**src/rtl/oam_dma_ctrl.sv**
```systemverilog
// oam_dma_ctrl: sprite DMA sequencer. A CPU write of page P to DMA_REG_ADDR
// stalls the CPU and copies $P00-$PFF to OAM_DATA_ADDR one byte at a time.
// This is done as alternating READ and WRITE bus cycles.
// Optional build macro: OAM_DMA_ALIGN_EN. When it is defined, an ALIGN cycle
// is inserted so that the first READ always lands on an even (parity==0) cycle.
//
// Bus ownership handshake: cpu_enable=0 means "CPU stalled, DMA owns the bus",
// and dma_active is always its exact complement. The bus mux must select the
// dma_* signals whenever dma_active=1. dma_done pulses in the first cycle
// after ownership has returned to the CPU.
module oam_dma_ctrl #(
  parameter logic [15:0] DMA_REG_ADDR  = 16'h4014,
  parameter logic [15:0] OAM_DATA_ADDR = 16'h2004
) (
  input  logic        clk,
  input  logic        reset,
  input  logic [15:0] cpu_addr,
  input  logic [7:0]  cpu_data_out,
  input  logic        cpu_rw_n,
  input  logic [7:0]  bus_rd_data,
  output logic        cpu_enable,
  output logic        dma_active,
  output logic [15:0] dma_addr,
  output logic        dma_rw_n,
  output logic [7:0]  dma_data_out,
  output logic        dma_done,
  output logic [2:0]  dbg_state
);

  typedef enum logic [2:0] {
    S_IDLE  = 3'd0,
    S_HALT  = 3'd1,
    S_ALIGN = 3'd2,
    S_READ  = 3'd3,
    S_WRITE = 3'd4
  } state_t;

  state_t      state;
  state_t      state_nxt;
  logic [7:0]  page;
  logic [7:0]  idx;
  logic [7:0]  data_q;
  logic        done_q;
  logic        trigger;
  logic        last_byte;

  // A write to the DMA register is only honoured while the CPU is running.
  assign trigger   = (state == S_IDLE) && cpu_enable && !cpu_rw_n &&
                     (cpu_addr == DMA_REG_ADDR);
  assign last_byte = (idx == 8'hFF);

`ifdef OAM_DMA_ALIGN_EN
  logic parity;

  // Free-running cycle parity used to align the first READ to an even cycle.
  always_ff @(posedge clk or posedge reset) begin
    if (reset) parity <= 1'b0;
    else       parity <= ~parity;
  end
`endif

  // State register.
  always_ff @(posedge clk or posedge reset) begin
    if (reset) state <= S_IDLE;
    else       state <= state_nxt;
  end

  // Next-state logic.
  always_comb begin
    state_nxt = state;
    case (state)
      S_IDLE:  if (trigger) state_nxt = S_HALT;
`ifdef OAM_DMA_ALIGN_EN
      S_HALT:  state_nxt = parity ? S_READ : S_ALIGN;
`else
      S_HALT:  state_nxt = S_READ;
`endif
      S_ALIGN: state_nxt = S_READ;
      S_READ:  state_nxt = S_WRITE;
      S_WRITE: state_nxt = last_byte ? S_IDLE : S_READ;
      default: state_nxt = S_IDLE;
    endcase
  end

  // Datapath: page/index tracking, read-data latch and completion pulse.
  always_ff @(posedge clk or posedge reset) begin
    if (reset) begin
      page   <= 8'h00;
      idx    <= 8'h00;
      data_q <= 8'h00;
      done_q <= 1'b0;
    end else begin
      done_q <= (state == S_WRITE) && last_byte;
      if (trigger) begin
        page <= cpu_data_out;
        idx  <= 8'h00;
      end
      if (state == S_READ)  data_q <= bus_rd_data;
      // The increment after the final byte wraps to 0 and is never used.
      if (state == S_WRITE) idx <= idx + 8'd1;
    end
  end

  // Output decode from the current state.
  always_comb begin
    cpu_enable = 1'b1;
    dma_addr   = 16'h0000;
    dma_rw_n   = 1'b1;
    case (state)
      S_HALT, S_ALIGN: cpu_enable = 1'b0;
      S_READ: begin
        cpu_enable = 1'b0;
        dma_addr   = {page, idx};
      end
      S_WRITE: begin
        cpu_enable = 1'b0;
        dma_addr   = OAM_DATA_ADDR;
        dma_rw_n   = 1'b0;
      end
      default: cpu_enable = 1'b1;
    endcase
    dma_active = ~cpu_enable;
  end

  assign dma_data_out = data_q;
  assign dma_done     = done_q;
  assign dbg_state    = state;

endmodule

```
**config.mk**
```make
export PLATFORM = sky130hd
export DESIGN_NAME = oam_dma_ctrl
export DESIGN_NICKNAME = d
export VERILOG_FILES = /design/src/rtl/oam_dma_ctrl.sv
export SDC_FILE = /design/constraint.sdc
export NUM_CORES = 1
export LEC_CHECK = 0
export ABC_CLOCK_PERIOD_IN_PS = 2300
export CORE_MARGIN = 5
export CORE_UTILIZATION = 40
export CTS_CLUSTER_DIAMETER = 40
export DETAILED_ROUTE_END_ITERATION = 10
export GPL_TIMING_DRIVEN = 0
export PLACE_DENSITY = 0.81
export REMOVE_ABC_BUFFERS = 1
export SYNTH_ARGS = -nofsm -noshare
export SYNTH_HDL_FRONTEND = slang
export SYNTH_SLANG_ARGS = --single-unit
```
**constraint.sdc**
```tcl
create_clock -name clk -period 2.3 [get_ports clk]
set_input_delay 0.345 -clock clk [delete_from_list [all_inputs] [get_ports clk]]
set_output_delay 0.345 -clock clk [all_outputs]
set_load 0.02 [all_outputs]
```
Word-level counts from Yosys, hierarchy flattened. Index checks and enable logic that the tools add are counted. W data, S select, Z words.

Register bits: 28. Bits in latches: 0. RAM bits: 0. ROM bits: 0. Output and inout bits: 31. Word-level logic and storage cells: 30. Memories: 0.

Add/subtract/negate cells: 1. $mul: 0. Divide/modulo/power cells: 0. Magnitude comparators: 0. Equal/unequal tests: 7. Shift operators: 0. Mux-type cells: 8. Bitwise logic cells: 0. Reduce and logical (&&, ||, !) cells: 9.

Operators by type and width (count): $pmux W16 S2 (1); $eq A16 B15 Y1 const B (1); $mux W8 (2); $pmux W3 S4 (1); $add A8 B1 Y8 const B (1); $eq A8 B8 Y1 const B (1); $eq A3 B2 Y1 const B (2); $logic_and A1 B1 Y1 (4); $reduce_or A4 Y1 (1); $eq A3 B1 Y1 const B (1); $eq A3 B3 Y1 const B (1); $logic_not A3 Y1 (1); $mux W3 (1); $mux W1 (2); $mux W2 (1); $ne A2 B2 Y1 const B (1); $reduce_bool A2 Y1 (1); $reduce_or A2 Y1 (1); $logic_not A1 Y1 (1).

Longest topological paths before layout.
Depth in word-level cells: 8. Depth in mapped cells: 5.

Least setup slack after synthesis. No wires, ideal clock.

Kind: register -> register. From: register state[2], in the netlist dbg_state[2]. To: register page[0]. Library setup time: 0.125 ns. Arrival time: 1.697 ns. Required time: 2.175 ns. Slack: 0.478 ns. Stages on the path, launching flop included: 6. Path buffers: 1. Clock period less this slack: 1.822 ns. Path through: dfrtp_1 nor4b_1 nand3_1 nor2_2 buf_6 mux2_2.

Cells in the longest elaborated chain, start to end: 6. Elaborated cells between the ends (all ways): 10. Classes of those cells: 4 x eq/ne; 1 x mux; 5 x reduce/logical.

RTL lines: from (decl) (RTL line 38) `state_t state;`; from (signal assigned) (RTL line 65) `else state <= state_nxt;`; $eq A3 B3 Y1, or another cell as far along (RTL line 109) `case (state)`; $reduce_or A4 Y1 (no line); $mux W1 (RTL line 109); $logic_and A1 B1 Y1 (*) (3 in series) (RTL line 48) `assign trigger = (state == S_IDLE) && cpu_enable && !cpu_rw_n &&`; to (signal assigned) (RTL line 95) `page <= cpu_data_out;`; to (decl) (RTL line 40) `logic [7:0] page;`.

Mark *: on every way between the ends. The rest lies on a longest branch, timed or not. A chain may end at the register's enable or synchronous reset.

Final worst setup path.
From: register state[0], in the netlist dbg_state[0]. To: output dma_addr[3].

Cells in the longest elaborated chain, start to end: 2. Elaborated cells between the ends (all ways): 3. Classes of those cells: 2 x eq/ne; 1 x mux.

RTL lines: $eq A3 B3 Y1 or $eq A3 B2 Y1 (tied branches) (RTL line 109); $pmux W16 S2 (*) (RTL line 109); to (decl) (RTL line 23) `output logic [15:0] dma_addr,`.

Marks and branches as above.

==> qor.csv <==
metric,value,unit
status,"complete, no violations",
rsz0062_at_grt,no,
clk_path_buf_depth,2,
io_buffers,65,
routed_wl,3470,um
area_growth,56.6,%
p_leak,0.000958,uW
antenna_cells,0,
tritoncts,built,
grtUsageTotal,15.7,%
finalHoldViolations,0,
drv_slew,0,
ys_types,30,
drt_iter0_markers,17,
use_met2,27.6,%
path_max_fanout,5,
fin_area,2120,um^2
netlist_instances,122,
root_buffer,clkbuf_4,
synth_top_area_share,51.8,%
rows,21,
fin_crit_sh,94.8,%
avgSynthCellArea,11.1,um^2
drc_errors,0,
drtAntennaViolNets,0,
power_density,1090,nW/um^2
fin_crit,2.18,ns
fmax,459,MHz
reg2reg_slack,0.22,ns
reg2reg_depth,4,
crit_end,dma_addr[3],
arrival,1.83,ns
path_depth,4,
yosysTopAreaCell,dfrtp_1,
max_stage_delay,0.59,ns
layout.cells.non_filler,238,
fp.dieW,68.2,um
timing.rr.start,dbg_state[2],
design.core.area,3310,um^2
layout.nets,230,
num_vias,1165,
layout_common_cells,"clkdlybuf4s50_1 (51), dfrtp_1 (25), mux2_2 (16)",
regToRegEndpoint,page[7],
max_slew.worst_pin.slew,1.03,ns
cts.clk_slew.worst_paths,0.14,ns
setup_tns,0,ns
ys_seq_elements,28,
clk_latency,0.31,ns
grt.overflow.total,0,
avgRoutedWirePerCell,14.6,um
dr.pass1.iters,4,
min_path_type,register to register,
hold_buffers,0,
place_ws,-0.243,ns
start_util,40.9,%
mappedNetlistArea,1350,um^2
crit_buf_inv,1,
dp.cells,229,
cts_buffers,3,
fin_ws,0.121,ns
startpoint,dbg_state[0],
slew_headroom,31.3,%
critPathTopFamily,buffers and inverters,
crit_path_cell_trace,nand2_1 > nor2_4 > and2_1 > clkdlybuf4s50_1,
placed_area,2040,um^2
synthTopCellsByArea,"dfrtp_1 (52%), mux2_2 (13%), and2_1 (6.5%)",
setup_violations,0,
worstSetupStartpointType,register,
path_class,register to output pin,
busiest_layer,met2,
design_power_total,2310,uW
maxCapViolations,0,
dieHeight,68.2,um
crit_required,1.96,ns
grt_use_met1,17.8,%
dp_hpwl,2580,um
ir_drop,652,uV
yosys_warnings,0,
grt_pass1_vias,1251,
fp.dieArea,4650,um^2
h-tree-depth,1,
finalClockSkew,0.00130,ns
grt_util_met3,5.42,%
grt_max_degree,29,
seq_area_frac_synth,51.8,%
via_per_inst,4.89,
mostFrequentLayoutCell,clkdlybuf4s50_1,
gp_congestion,0.738,
cts.sink_count,28,
grt_pass1_wl,5480,um
io_pins,66,
cpMaxStageDelayCell,clkdlybuf4s50_1,
drive_above_1_share,18.8,%
worstSetupEndpointType,output pin,
antenna_found_initial,0,
## worst min path at each step
stage / startpoint / endpoint / slack [ns] / depth (start not counted)
global route: page[3] / page[3] / 0.54 / 1
CTS: page[3] / page[3] / 0.52 / 1
detailed placement: page[3] / page[3] / 0.49 / 1
finish: page[3] / page[3] / 0.51 / 1
floorplan: reset / dbg_state[0] / 0.41 / 1
global placement: page[6] / page[6] / 0.48 / 1
## state kept, by name (all words and copies together) (netlist names)
name,count
dma_data_out,8
idx,8
page,8
dbg_state,3
dma_done,1
## cells in the mapped netlist
master,count
and2_1,14
and3_1,1
buf_2,1
buf_6,1
clkbuf_1,2
dfrtp_1,28
ha_1,1
inv_1,2
inv_2,1
mux2_2,16
nand2_1,14
nand3_1,5
nand4_1,2
nor2_1,3
nor2_2,1
nor2b_1,2
nor3_1,1
nor3b_4,1
nor4_1,1
nor4b_1,3
o211ai_1,3
o211ai_2,1
o21ai_0,7
o21ai_1,1
o22ai_1,2
or2_2,2
or3_1,1
or4b_4,1
xnor2_1,2
xor2_1,2
## per-layer routing
layer / wire, um / part of all wire (%)
met3: 426 / 12
met2: 1620 / 47
met4: 27 / 0.78
met1: 1400 / 40
met5: 0 / 0
## stage by stage
step	hold WS, ns	util [%]
after detailed placement	0.491	61.6
after floorplan	0.410	-
final	0.514	64.0
after global placement	0.482	61.6
after global routing	0.544	64.0
after CTS	0.520	63.9
## timing repair
item	CTS	global route
gates resized for setup	18	1
cloned	1	0
setup buffers	5	0
pin swaps	2	0
setup endpoints to repair	17	1
## final cells by class
cell class / instances / area (um^2)
clock buffers: 3 / 22.5
fillers: 292 / 1190
inverters: 3 / 11.3
multi-input cells: 88 / 637
flip-flops and latches: 28 / 704
well taps: 46 / 57.6
repair buffers: 70 / 687
## kinds of logic after synthesis
kind of cell | synth area share [%]
mux | 13.3
flops | 51.8
simple gates | 22.4
buf+inv | 2.59
compound gates | 6.47
xor+xnor | 2.59
fa+ha+maj | 0.924
## report_power, final
part	internal (uW)	total, uW	switching, uW	leakage, uW
clock	61.2	192	131	0.0000138
sequential	666	836	170	0.000347
combinational	662	1290	623	0.000598
total	1390	2310	924	0.000958
Note: power is estimated with default switching activity, not from simulation.
